**src/rtl/cpu_pkg.sv**
```systemverilog
// cpu_pkg: opcodes, fetch FSM state encoding and width defaults
// shared by the fetch path of the 4-bit processor.
package cpu_pkg;

    localparam int DEF_ADDR_W         = 4;
    localparam int DEF_INSTR_W        = 8;
    localparam int DEF_TIMEOUT_CYCLES = 8;

    localparam logic [3:0] OP_JMP = 4'hA;
    localparam logic [3:0] OP_JZ  = 4'hB;
    localparam logic [3:0] OP_HLT = 4'hF;

    typedef enum logic [1:0] {
        ST_FETCH   = 2'd0,
        ST_ISSUE   = 2'd1,
        ST_ADVANCE = 2'd2,
        ST_HALT    = 2'd3
    } fetch_state_t;

    // Opcodes the sequencer resolves itself and never hands downstream.
    function automatic logic is_ctrl_op(input logic [3:0] op);
        return (op == OP_JMP) || (op == OP_JZ) || (op == OP_HLT);
    endfunction

endpackage

```
**src/rtl/branch_resolver.sv**
```systemverilog
// branch_resolver: decodes a latched opcode and the zero flag into
// halt / branch / load decisions and the load target.
module branch_resolver
    import cpu_pkg::*;
#(
    parameter int ADDR_W = DEF_ADDR_W
) (
    input  logic [3:0]        opcode,
    input  logic [ADDR_W-1:0] operand,
    input  logic              cond_flag,
    output logic              is_halt,
    output logic              is_branch,
    output logic              take_load,
    output logic [ADDR_W-1:0] target
);

    // Control opcode decode; a non-taken JZ is a branch that increments.
    always_comb begin
        is_halt   = 1'b0;
        is_branch = 1'b0;
        take_load = 1'b0;
        target    = operand;
        unique case (1'b1)
            (opcode == OP_HLT): is_halt = 1'b1;
            (opcode == OP_JMP): begin
                is_branch = 1'b1;
                take_load = 1'b1;
            end
            (opcode == OP_JZ): begin
                is_branch = 1'b1;
                take_load = cond_flag;
            end
            default: ;
        endcase
    end

endmodule

```
**src/rtl/fetch_sequencer.sv**
```systemverilog
// fetch_sequencer: fetch/issue FSM driving the program counter.
// Optional fetch watchdog enabled by defining FETCH_TIMEOUT_EN.
module fetch_sequencer
    import cpu_pkg::*;
#(
    parameter int ADDR_W         = DEF_ADDR_W,
    parameter int INSTR_W        = DEF_INSTR_W,
    parameter int TIMEOUT_CYCLES = DEF_TIMEOUT_CYCLES
) (
    input  logic               clk,
    input  logic               reset,
    input  logic [ADDR_W-1:0]  pc_out,
    output logic               pc_enable,
    output logic               pc_load,
    output logic [ADDR_W-1:0]  pc_in,
    output logic               imem_req,
    output logic [ADDR_W-1:0]  imem_addr,
    input  logic               imem_ack,
    input  logic [INSTR_W-1:0] imem_data,
    output logic               instr_valid,
    output logic [INSTR_W-1:0] instr,
    input  logic               instr_ready,
    input  logic               cond_flag,
    output logic               halt,
    output logic               fetch_err
);

    fetch_state_t       state, state_nx;
    logic [INSTR_W-1:0] ir, ir_nx;
    logic [INSTR_W-1:0] instr_nx;
    logic [ADDR_W-1:0]  addr_nx, pcin_nx;
    logic               req_nx, en_nx, ld_nx;
    logic               valid_nx, halt_nx;

    logic [3:0]         opcode;
    logic [3:0]         ack_op;
    logic               br_halt, br_branch, br_load;
    logic [ADDR_W-1:0]  br_target;

    assign opcode = ir[INSTR_W-1 -: 4];
    assign ack_op = imem_data[INSTR_W-1 -: 4];

    branch_resolver #(
        .ADDR_W(ADDR_W)
    ) u_branch_resolver (
        .opcode   (opcode),
        .operand  (ir[ADDR_W-1:0]),
        .cond_flag(cond_flag),
        .is_halt  (br_halt),
        .is_branch(br_branch),
        .take_load(br_load),
        .target   (br_target)
    );

`ifdef FETCH_TIMEOUT_EN
    localparam int CNT_W = $clog2(TIMEOUT_CYCLES + 1);
    localparam logic [CNT_W-1:0] CNT_LAST = CNT_W'(TIMEOUT_CYCLES - 1);

    logic [CNT_W-1:0] wait_cnt, wait_cnt_nx;
    logic             err, err_nx;

    assign fetch_err = err;
`else
    logic unused_timeout;

    assign unused_timeout = ^TIMEOUT_CYCLES;
    assign fetch_err      = 1'b0;
`endif

    // Next state and next registered outputs; everything idles at 0.
    always_comb begin
        state_nx = state;
        ir_nx    = ir;
        req_nx   = 1'b0;
        addr_nx  = '0;
        en_nx    = 1'b0;
        ld_nx    = 1'b0;
        pcin_nx  = '0;
        valid_nx = 1'b0;
        instr_nx = '0;
        halt_nx  = 1'b0;
`ifdef FETCH_TIMEOUT_EN
        wait_cnt_nx = wait_cnt;
        err_nx      = err;
`endif
        unique case (state)
            ST_FETCH: begin
                if (imem_req && imem_ack) begin
                    ir_nx    = imem_data;
                    state_nx = ST_ISSUE;
                    // Only plain instructions are ever offered downstream.
                    if (!is_ctrl_op(ack_op)) begin
                        valid_nx = 1'b1;
                        instr_nx = imem_data;
                    end
                end else begin
                    // First FETCH cycle after reset has no request yet.
                    req_nx  = 1'b1;
                    addr_nx = imem_req ? imem_addr : pc_out;
`ifdef FETCH_TIMEOUT_EN
                    if (imem_req) begin
                        if (wait_cnt == CNT_LAST) begin
                            req_nx   = 1'b0;
                            addr_nx  = '0;
                            err_nx   = 1'b1;
                            halt_nx  = 1'b1;
                            state_nx = ST_HALT;
                        end else begin
                            wait_cnt_nx = wait_cnt + CNT_W'(1);
                        end
                    end
`endif
                end
            end
            ST_ISSUE: begin
                if (br_halt) begin
                    halt_nx  = 1'b1;
                    state_nx = ST_HALT;
                end else if (br_branch) begin
                    ld_nx    = br_load;
                    en_nx    = !br_load;
                    pcin_nx  = br_load ? br_target : '0;
                    state_nx = ST_ADVANCE;
                end else if (instr_valid && instr_ready) begin
                    en_nx    = 1'b1;
                    state_nx = ST_ADVANCE;
                end else begin
                    valid_nx = instr_valid;
                    instr_nx = instr;
                end
            end
            ST_ADVANCE: begin
                // The request leaves together with the PC update, so
                // the address is the PC value the counter is moving to.
                req_nx   = 1'b1;
                addr_nx  = pc_load ? pc_in : pc_out + ADDR_W'(1);
                state_nx = ST_FETCH;
`ifdef FETCH_TIMEOUT_EN
                wait_cnt_nx = '0;
`endif
            end
            ST_HALT: begin
                halt_nx = 1'b1;
            end
            default: begin
                state_nx = ST_FETCH;
            end
        endcase
    end

    // State and output registers; reset aborts any fetch or issue.
    always_ff @(posedge clk or negedge reset) begin
        if (!reset) begin
            state       <= ST_FETCH;
            ir          <= '0;
            imem_req    <= 1'b0;
            imem_addr   <= '0;
            pc_enable   <= 1'b0;
            pc_load     <= 1'b0;
            pc_in       <= '0;
            instr_valid <= 1'b0;
            instr       <= '0;
            halt        <= 1'b0;
        end else begin
            state       <= state_nx;
            ir          <= ir_nx;
            imem_req    <= req_nx;
            imem_addr   <= addr_nx;
            pc_enable   <= en_nx;
            pc_load     <= ld_nx;
            pc_in       <= pcin_nx;
            instr_valid <= valid_nx;
            instr       <= instr_nx;
            halt        <= halt_nx;
        end
    end

`ifdef FETCH_TIMEOUT_EN
    // Fetch watchdog counter and sticky error flag.
    always_ff @(posedge clk or negedge reset) begin
        if (!reset) begin
            wait_cnt <= '0;
            err      <= 1'b0;
        end else begin
            wait_cnt <= wait_cnt_nx;
            err      <= err_nx;
        end
    end
`endif

endmodule

```
**config.mk**
```make
export PLATFORM = sky130hd
export DESIGN_NAME = fetch_sequencer
export DESIGN_NICKNAME = d
export VERILOG_FILES = /design/src/rtl/cpu_pkg.sv /design/src/rtl/branch_resolver.sv /design/src/rtl/fetch_sequencer.sv
export SDC_FILE = /design/constraint.sdc
export NUM_CORES = 1
export LEC_CHECK = 0
export CAP_MARGIN = 25
export CORE_UTILIZATION = 40
export CTS_CLUSTER_SIZE = 12
export DETAILED_ROUTE_END_ITERATION = 12
export PLACE_DENSITY_LB_ADDON = 0.15
export SETUP_SLACK_MARGIN = 0.02
export SLEW_MARGIN = 0
export SYNTH_ARGS = -nofsm -noshare
export SYNTH_HDL_FRONTEND = slang
export SYNTH_SLANG_ARGS = --single-unit
export TNS_END_PERCENT = 100
```
**constraint.sdc**
```tcl
create_clock -name clk -period 1.6 [get_ports clk]
set_input_delay 0.24 -clock clk [delete_from_list [all_inputs] [get_ports clk]]
set_output_delay 0.24 -clock clk [all_outputs]
set_load 0.05 [all_outputs]
```
==> results.tsv, run 1 <==
stage	metric	value	unit
global_route	grt_pass1_vias	989	
sta	worst_slack	164	ps
synth	syn_avg_cell_area	12.5	µm²
worst_setup_path	required	1820	ps
detailed_routing	ant_nets	0	
clock_tree	clkTransAtPathRegs	100	ps
synth	synth.area.top_cells	dfrtp_1 (57%), mux2_1 (7.4%), a32o_1 (2.9%), a22o_1 (2.6%), nor2b_1 (2.3%)	
detailed_routing	drc_errors	0	
synth	synthAdderAreaFrac	0.918	%
synth	ys.flop_type	dfrtp_1	
final_layout	fillers	289	
global_route	overflow	0	
global_route	grt_usage	17.1	%
sta	max_freq	0.697	GHz
final_layout	drive_gt1_share	27.8	%
clock_tree	cts-root-buf	clkbuf_4	
run_status	status	finished, final reports clean	
synth	yosysWarnings	0	
synth	synth_edf_count	0	
synth	synth_fp_nets	127	
pwr	p_leak	0.000852	µW
detailed_routing	routedWlPerCell	13.5	µm
detailed_routing	vias	1048	
synth	syn_area	0.00136	mm²
synth	synth_top_family_by_area	simple AND/OR/NAND/NOR gates	
pwr	ir_drop	0.611	mV
final_layout	fin_area	0.00185	mm²
synth	synth_top_area_share	56.9	%
synth	synth_area_leader_cell	dfrtp_1	
global_route	grt_first_pass_wirelength	4.46	mm
floorplan	fp-row-count	20	
placed_design	hpwl	2.01	mm
sta	fin_worst_skew	7.56	ps
floorplan	die_h	60.4	µm
worst_setup_path	critPathMaxFanout	10	
final_layout	final_core_util	58.7	%
global_route	grt_start_max_net_pins	32	
synth	syn_inst	109	
clock_tree	cts_buffer_depth	2	
final_layout	nNetsFinal	175	
clock_tree	ctsHoldBuffers	0	
global_route	antenna_found_initial	0	
worst_setup_path	cp-start-kind	flip-flop	
synth	synthArstFlopShare	100	%
floorplan	die_w	60.4	µm
sta	fin_setup_tns	0	ps
placed_design	post-place-ws	-150	ps
worst_setup_path	cp_slowest_cell	dfrtp_1	
sta	rsz0062_at_grt	no	
detailed_routing	via_per_inst	5.19	
synth	synth.area.mux_share	7.44	%
placed_design	post_dp_cell_area	0.00179	mm²
floorplan	die-area	0.00364	mm²
synth	ys_seq_area_share	56.9	%
worst_setup_path	critPathArrivalTime	1660	ps
synth	synth-compound-area-share	14.8	%
worst_setup_path	crit_type	flip-flop to flip-flop	
worst_setup_path	r2r_slack	160	ps
detailed_routing	drtPass1Iterations	4	
placed_design	placement.io_buffers	37	
clock_tree	cts_tree	yes	
sta	slew_violations	0	
clock_tree	htree_levels	2	
detailed_routing	first_iter_violations	29	
clock_tree	clock_latency	330	ps
sta	hold_viol	0	
clock_tree	numCtsBuffers	5	
floorplan	io_pins	39	
synth	ys_ff_latch	31	
final_layout	area_growth	35.7	%
worst_setup_path	worstSetupEndpointType	flip-flop	
synth	synth-xor-area-share	0	%
floorplan	initial_core_util	43.2	%
sta	setup_viol	0	
run	maxCapViolCount	0	
worst_setup_path	slowest_delay	430	ps
detailed_routing	wirelength	2.73	mm
placed_design	gp_congestion	0.746	
sta	post-route-period-util	89.7	%
hold_path	hp-class	input pin to asynchronous set/reset pin	
synth	synth_cell_types	37	
final_layout	diodes	0	
floorplan	core	0.00315	mm²
sta	min_period	1440	ps
worst_setup_path	path_cells	nand3b_1 > and4_1 > a22o_1	
pwr	powerDensity	1420	mW/mm²
synth	synth-simple-area-share	16.8	%
clock_tree	cts.sinks	31	
stage by stage:
stage                     hold slack (ps)  total power, µW  cells
final                                 291             2630    202
after CTS                             295             2660    202
after detailed placement              466             2200    194
after global routing                  292             2820    202
after floorplan                     -55.6             1830    109
after global placement                455             2170    194
synthesized netlist by cell type, types with 2 or more instances:
master / n
a22o_1: 4
nand3_1: 2
nand2b_1: 3
nor3b_1: 3
a21oi_1: 2
clkbuf_1: 2
a32o_1: 4
a32oi_1: 2
a31oi_1: 4
nand2_1: 4
dfrtp_1: 31
nor2_1: 4
a211oi_1: 2
and2_1: 4
buf_4: 3
mux2_1: 9
nor2b_1: 5
and4bb_1: 2
placed cells by master, fill, tap and decap left out, drive strengths merged, types with 2 or more instances in the layout:
cell           netlist  routed
clkdlybuf4s50        0      16
a21oi                2       2
clkbuf               2       5
buf                  4      31
clkinvlp             0       2
nand3                2       2
a31oi                4       4
nor2b                6       6
o21ai                2       2
and2                 5       5
a211oi               2       2
nand2b               3       3
mux2                 9       9
nor2                 4       4
nand2                4       4
a22o                 4       4
nor3b                3       3
and4bb               2       2
a32oi                2       2
a32o                 4       4
dfrtp               31      31
worst paths after layout:
kind / from / to / depth (start not counted)
min in group clk: ir[0] / pc_in[0] / 1
min: reset / imem_addr[3] / 2
max in group asynchronous: reset / pc_load / 2
max: ir[6] / instr[5] / 3
min reg2reg: ir[0] / pc_in[0] / 1
max reg2reg: ir[6] / instr[5] / 3
logic make-up (layout without fill, tap and decap cells):
family                     after synthesis  after routing
adders and majority gates                1              1
AOI/OAI and AO/OA                       25             25
and+or+nand+nor                         35             35
other                                    1              1
muxes                                    9              9
buffers and inverters                    7             56
DFF                                     31             31
registers in the layout, summed over array words and instances (netlist names), 2 cells and up:
register   cells
instr          8
pc_in          4
ir             8
state          2
imem_addr      4
final cells by class:
cell class	instances	area, µm²	area share [%]
sequential	31	779	42.2
timing repair buffer	47	405	21.9
multi-input combinational	71	548	29.6
clock buffer	5	37.5	2.03
inverter	1	3.75	0.203
tap	44	55.1	2.98
clock inverter	3	20.0	1.08
worst max-delay path, delay by kind of cell (launching register included):
family          cells  cell delay [ps]
compound gates      1              280
flops               1              430
simple gates        2              620
report_power, final:
group / leakage, µW / internal (µW) / switching, µW / total, µW
registers: 0.000405 / 983 / 163 / 1150
clock network: 0.0000272 / 168 / 279 / 447
logic: 0.000419 / 434 / 602 / 1040
metal layers:
layer,vias to the layer above,GRT usage (%),part of all wire [%]
met5,-,0,0
met4,0,11.3,2.0
met2,29,25.7,48
met1,512,21.7,46
met3,7,4.69,4.4
li1,500,-,-
what timing repair did:
item	CTS	global route
endpoints found under the setup margin	0	1
buffers inserted	0	0
resized for setup	0	1
Note: power is estimated with default switching activity, not from simulation.
==> run 2: changes to the inputs <==
--- a/config.mk
+++ b/config.mk
@@ -14,5 +14,6 @@
 export SLEW_MARGIN = 0
 export SYNTH_ARGS = -nofsm -noshare
 export SYNTH_HDL_FRONTEND = slang
+export SYNTH_HIERARCHICAL = 1
 export SYNTH_SLANG_ARGS = --single-unit
 export TNS_END_PERCENT = 100
==> run 2 against run 1 <==
Compared with the run above: critical path depth is the same; register-to-register slack is essentially flat; total power grew 21%; clock skew grew 4.6 ps.
==> results.tsv, run 2 <==
stage	metric	value	unit	change
synth	synth_top_area_share	55.6	%	was 56.9%
detailed_routing	drtPass1Iterations	3		was 4
global_route	overflow	0		unchanged
detailed_routing	first_iter_violations	34		was 29
detailed_routing	wirelength	2.71	mm	was 2.73 mm
synth	syn_inst	108		was 109
floorplan	initial_core_util	41.8	%	was 43.2%
synth	synth_area_leader_cell	dfrtp_1		unchanged
clock_tree	cts.sinks	31		unchanged
detailed_routing	drc_errors	0		unchanged
pwr	powerDensity	1750	mW/mm²	was 1420 mW/mm²
global_route	grt_pass1_vias	936		was 989
sta	fin_worst_skew	12.2	ps	was 7.56 ps
sta	post-route-period-util	89.4	%	was 89.7%
detailed_routing	routedWlPerCell	13.9	µm	was 13.5 µm
clock_tree	cts_buffer_depth	2		unchanged
synth	synthArstFlopShare	100	%	unchanged
sta	setup_viol	0		unchanged
clock_tree	cts_setup_buffers	0		unchanged
final_layout	final_common_cell	dfrtp_1		was buf_4
floorplan	die_h	61.1	µm	was 60.4 µm
global_route	grt_start_max_net_pins	32		unchanged
run	maxCapViolCount	0		unchanged
placed_design	gp_congestion	0.817		was 0.746
sta	min_period	1430	ps	was 1440 ps
synth	syn_area	0.00140	mm²	was 0.00136 mm²
worst_setup_path	path_cells	nor4bb_4 > buf_4 > mux2_2		was nand3b_1 > and4_1 > a22o_1
clock_tree	clkTransAtPathRegs	100	ps	about the same
sta	fin_setup_tns	0	ps	unchanged
synth	synth_cell_types	32		was 37
worst_setup_path	startpoint	state[1]		was ir[6]
placed_design	post-place-ws	-92.1	ps	was -150 ps
synth	synth_edf_count	0		unchanged
pwr	switchingPower	1260	µW	was 1040 µW
sta	worst_slack	170	ps	was 164 ps
worst_setup_path	cp-start-kind	flip-flop		unchanged
sta	hold_viol	0		unchanged
run_status	status	finished, final reports clean		unchanged
placed_design	hpwl	1.99	mm	was 2.01 mm
worst_setup_path	critPathArrivalTime	1640	ps	was 1660 ps
final_layout	diodes	0		unchanged
clock_tree	cts_tree	yes		unchanged
pwr	seq_power_share	38.0	%	was 43.6%
synth	synth_fp_nets	126		was 127
worst_setup_path	cp_slowest_cell	dfrtp_1		unchanged
pwr	p_leak	0.000855	µW	was 0.000852 µW
worst_setup_path	reg2reg_from	state[1]		was ir[6]
floorplan	io_pins	39		unchanged
sta	max_freq	0.699	GHz	was 0.697 GHz
worst_setup_path	required	1810	ps	was 1820 ps
detailed_routing	vias	962		was 1048
synth	yosysMostFrequentCell	dfrtp_1		unchanged
pwr	p_sw_share	39.5	%	was 39.7%
final_layout	layout_common_cells	dfrtp_1 (31), buf_4 (28), clkdlybuf4s50_1 (16), mux2_2 (8), a22o_2 (8)		was buf_4 (30), dfrtp_1 (28), clkdlybuf4s50_1 (16), mux2_1 (9)
hold_path	hp-class	input pin to asynchronous set/reset pin		unchanged
final_layout	nNetsFinal	167		was 175
synth	netlist_top_cells_count	dfrtp_1 (31), a22o_2 (8), mux2_2 (8), and2_1 (7), buf_4 (6)		was dfrtp_1 (31), mux2_1 (9), nor2b_1 (5)
final_layout	largestRegisters	instr: 8 flops, ir: 8 flops		unchanged
placed_design	placement.io_buffers	37		unchanged
pwr	pwr-share-clk	17.9	%	was 17.0%
synth	yosysWarnings	6		was 0
detailed_routing	ant_nets	0		unchanged
pwr	internal-power	1930	µW	was 1580 µW
clock_tree	cts-root-buf	clkbuf_4		unchanged
pwr	ir_drop	0.781	mV	was 0.611 mV
worst_setup_path	critPathMaxFanout	9		was 10
global_route	antenna_found_initial	0		unchanged
floorplan	core	0.00334	mm²	was 0.00315 mm²
worst_setup_path	slowest_delay	460	ps	was 430 ps
synth	ys.flop_type	dfrtp_1		unchanged
final_layout	final_core_util	54.7	%	was 58.7%
floorplan	fp-row-count	21		was 20
clock_tree	htree_levels	2		unchanged
floorplan	die-area	0.00373	mm²	was 0.00364 mm²
global_route	grt_first_pass_wirelength	4.22	mm	was 4.46 mm
sta	slew_violations	0		unchanged
clock_tree	cts.repair.resized	0		unchanged
worst_setup_path	worstSetupEndpointType	flip-flop		unchanged
pwr	combinationalPowerShare	44.1	%	was 39.4%
clock_tree	numCtsBuffers	5		unchanged
detailed_routing	via_per_inst	4.93		was 5.19
clock_tree	ctsHoldBuffers	0		unchanged
global_route	grt_usage	16.4	%	was 17.1%
final_layout	drive_gt1_share	38.3	%	was 27.8%
clock_tree	clock_latency	320	ps	was 330 ps
synth	syn_avg_cell_area	12.9	µm²	was 12.5 µm²
worst_setup_path	crit_type	flip-flop to flip-flop		unchanged
synth	ys_seq_area_share	55.6	%	was 56.9%
final_layout	area_growth	30.9	%	was 35.7%
sta	rsz0062_at_grt	no		unchanged
synth	ys_ff_latch	31		unchanged
synth	synth.area.top_cells	dfrtp_1 (56%), mux2_2 (6.5%), a22o_2 (5.7%), buf_4 (3.2%), and2_1 (3.1%)		was dfrtp_1 (57%), mux2_1 (7.4%), a32o_1 (2.9%), a22o_1 (2.6%), nor2b_1 (2.3%)
floorplan	die_w	61.1	µm	was 60.4 µm
## run 2: cell types whose count changed after synthesis, moves of 4 or more
| cell | change |
|---|---|
| mux2_2 | +8 |
| a22o_1 | -4 |
| a22o_2 | +8 |
| mux2_1 | -9 |
| a32o_1 | -4 |
## run 2: final timing paths
kind | end | slack (ps) | cells after the start
setup / recovery | ir[2] | 170 | 3
hold / removal | ir[6] | 310 | 2
setup reg to reg | ir[2] | 170 | 3
hold reg to reg | pc_in[1] | 480 | 1
max in group asynchronous | state[0] | 1010 | 2
min in group clk | pc_in[1] | 480 | 1
## run 2: final cells by class
cell class / count / area [µm²]
repair buffers: 45 / 390
clock buffers: 6 / 41.3
multi-input cells: 63 / 519
flip-flops and latches: 31 / 776
inverters: 3 / 11.3
clock inverters: 1 / 30.0
fillers: 309 / 1510
well taps: 46 / 57.6
## run 2: kinds of logic (layout without fill, tap and decap cells)
kind of cell               after synthesis  count (layout)  share of synthesized area, %
other                                    1               1                         0.269
buffers and inverters                   14              55                          7.17
adders and majority gates                1               1                         0.897
muxes                                   11              11                          8.61
xor gates and xnor gates                 1               1                         0.628
and+or+nand+nor                         23              23                          11.1
DFF                                     31              31                          55.6
AOI/OAI and AO/OA                       26              26                          15.7
## run 2: per-layer routing
metal | vias to the layer above | global-route usage (%) | part of all wire (%)
li1 | 461 | - | -
met1 | 470 | 19.0 | 45
met4 | 0 | 8.77 | 1.1
met5 | - | 0 | 0
met2 | 27 | 27.2 | 49
met3 | 4 | 5.04 | 5.4
## run 2: per-stage QoR
stage	cell area (µm²)	total power (µW)	hold WS [ps]	cells
after floorplan	1400	2310	-55.6	108
after global placement	1750	2600	464	188
after detailed placement	1750	2640	461	188
after CTS	1830	3210	311	195
after global routing	1830	3360	331	195
final	1830	3190	307	195
## run 2: critical path, delay by kind of cell, from the launching register on
family        cells  cell delay, ps
flops             1             460
mux               1             350
buf+inv           1             220
simple gates      1             300
## run 2: power groups by stage
| stage | logic (µW) | clock network (µW) | registers (µW) |
|---|---|---|---|
| floorplan | 716 | 0 | 1600 |
| global placement | 1390 | 0 | 1220 |
| detailed placement | 1410 | 0 | 1230 |
| CTS | 1420 | 582 | 1220 |
| global route | 1500 | 616 | 1240 |
| finish | 1410 | 570 | 1210 |
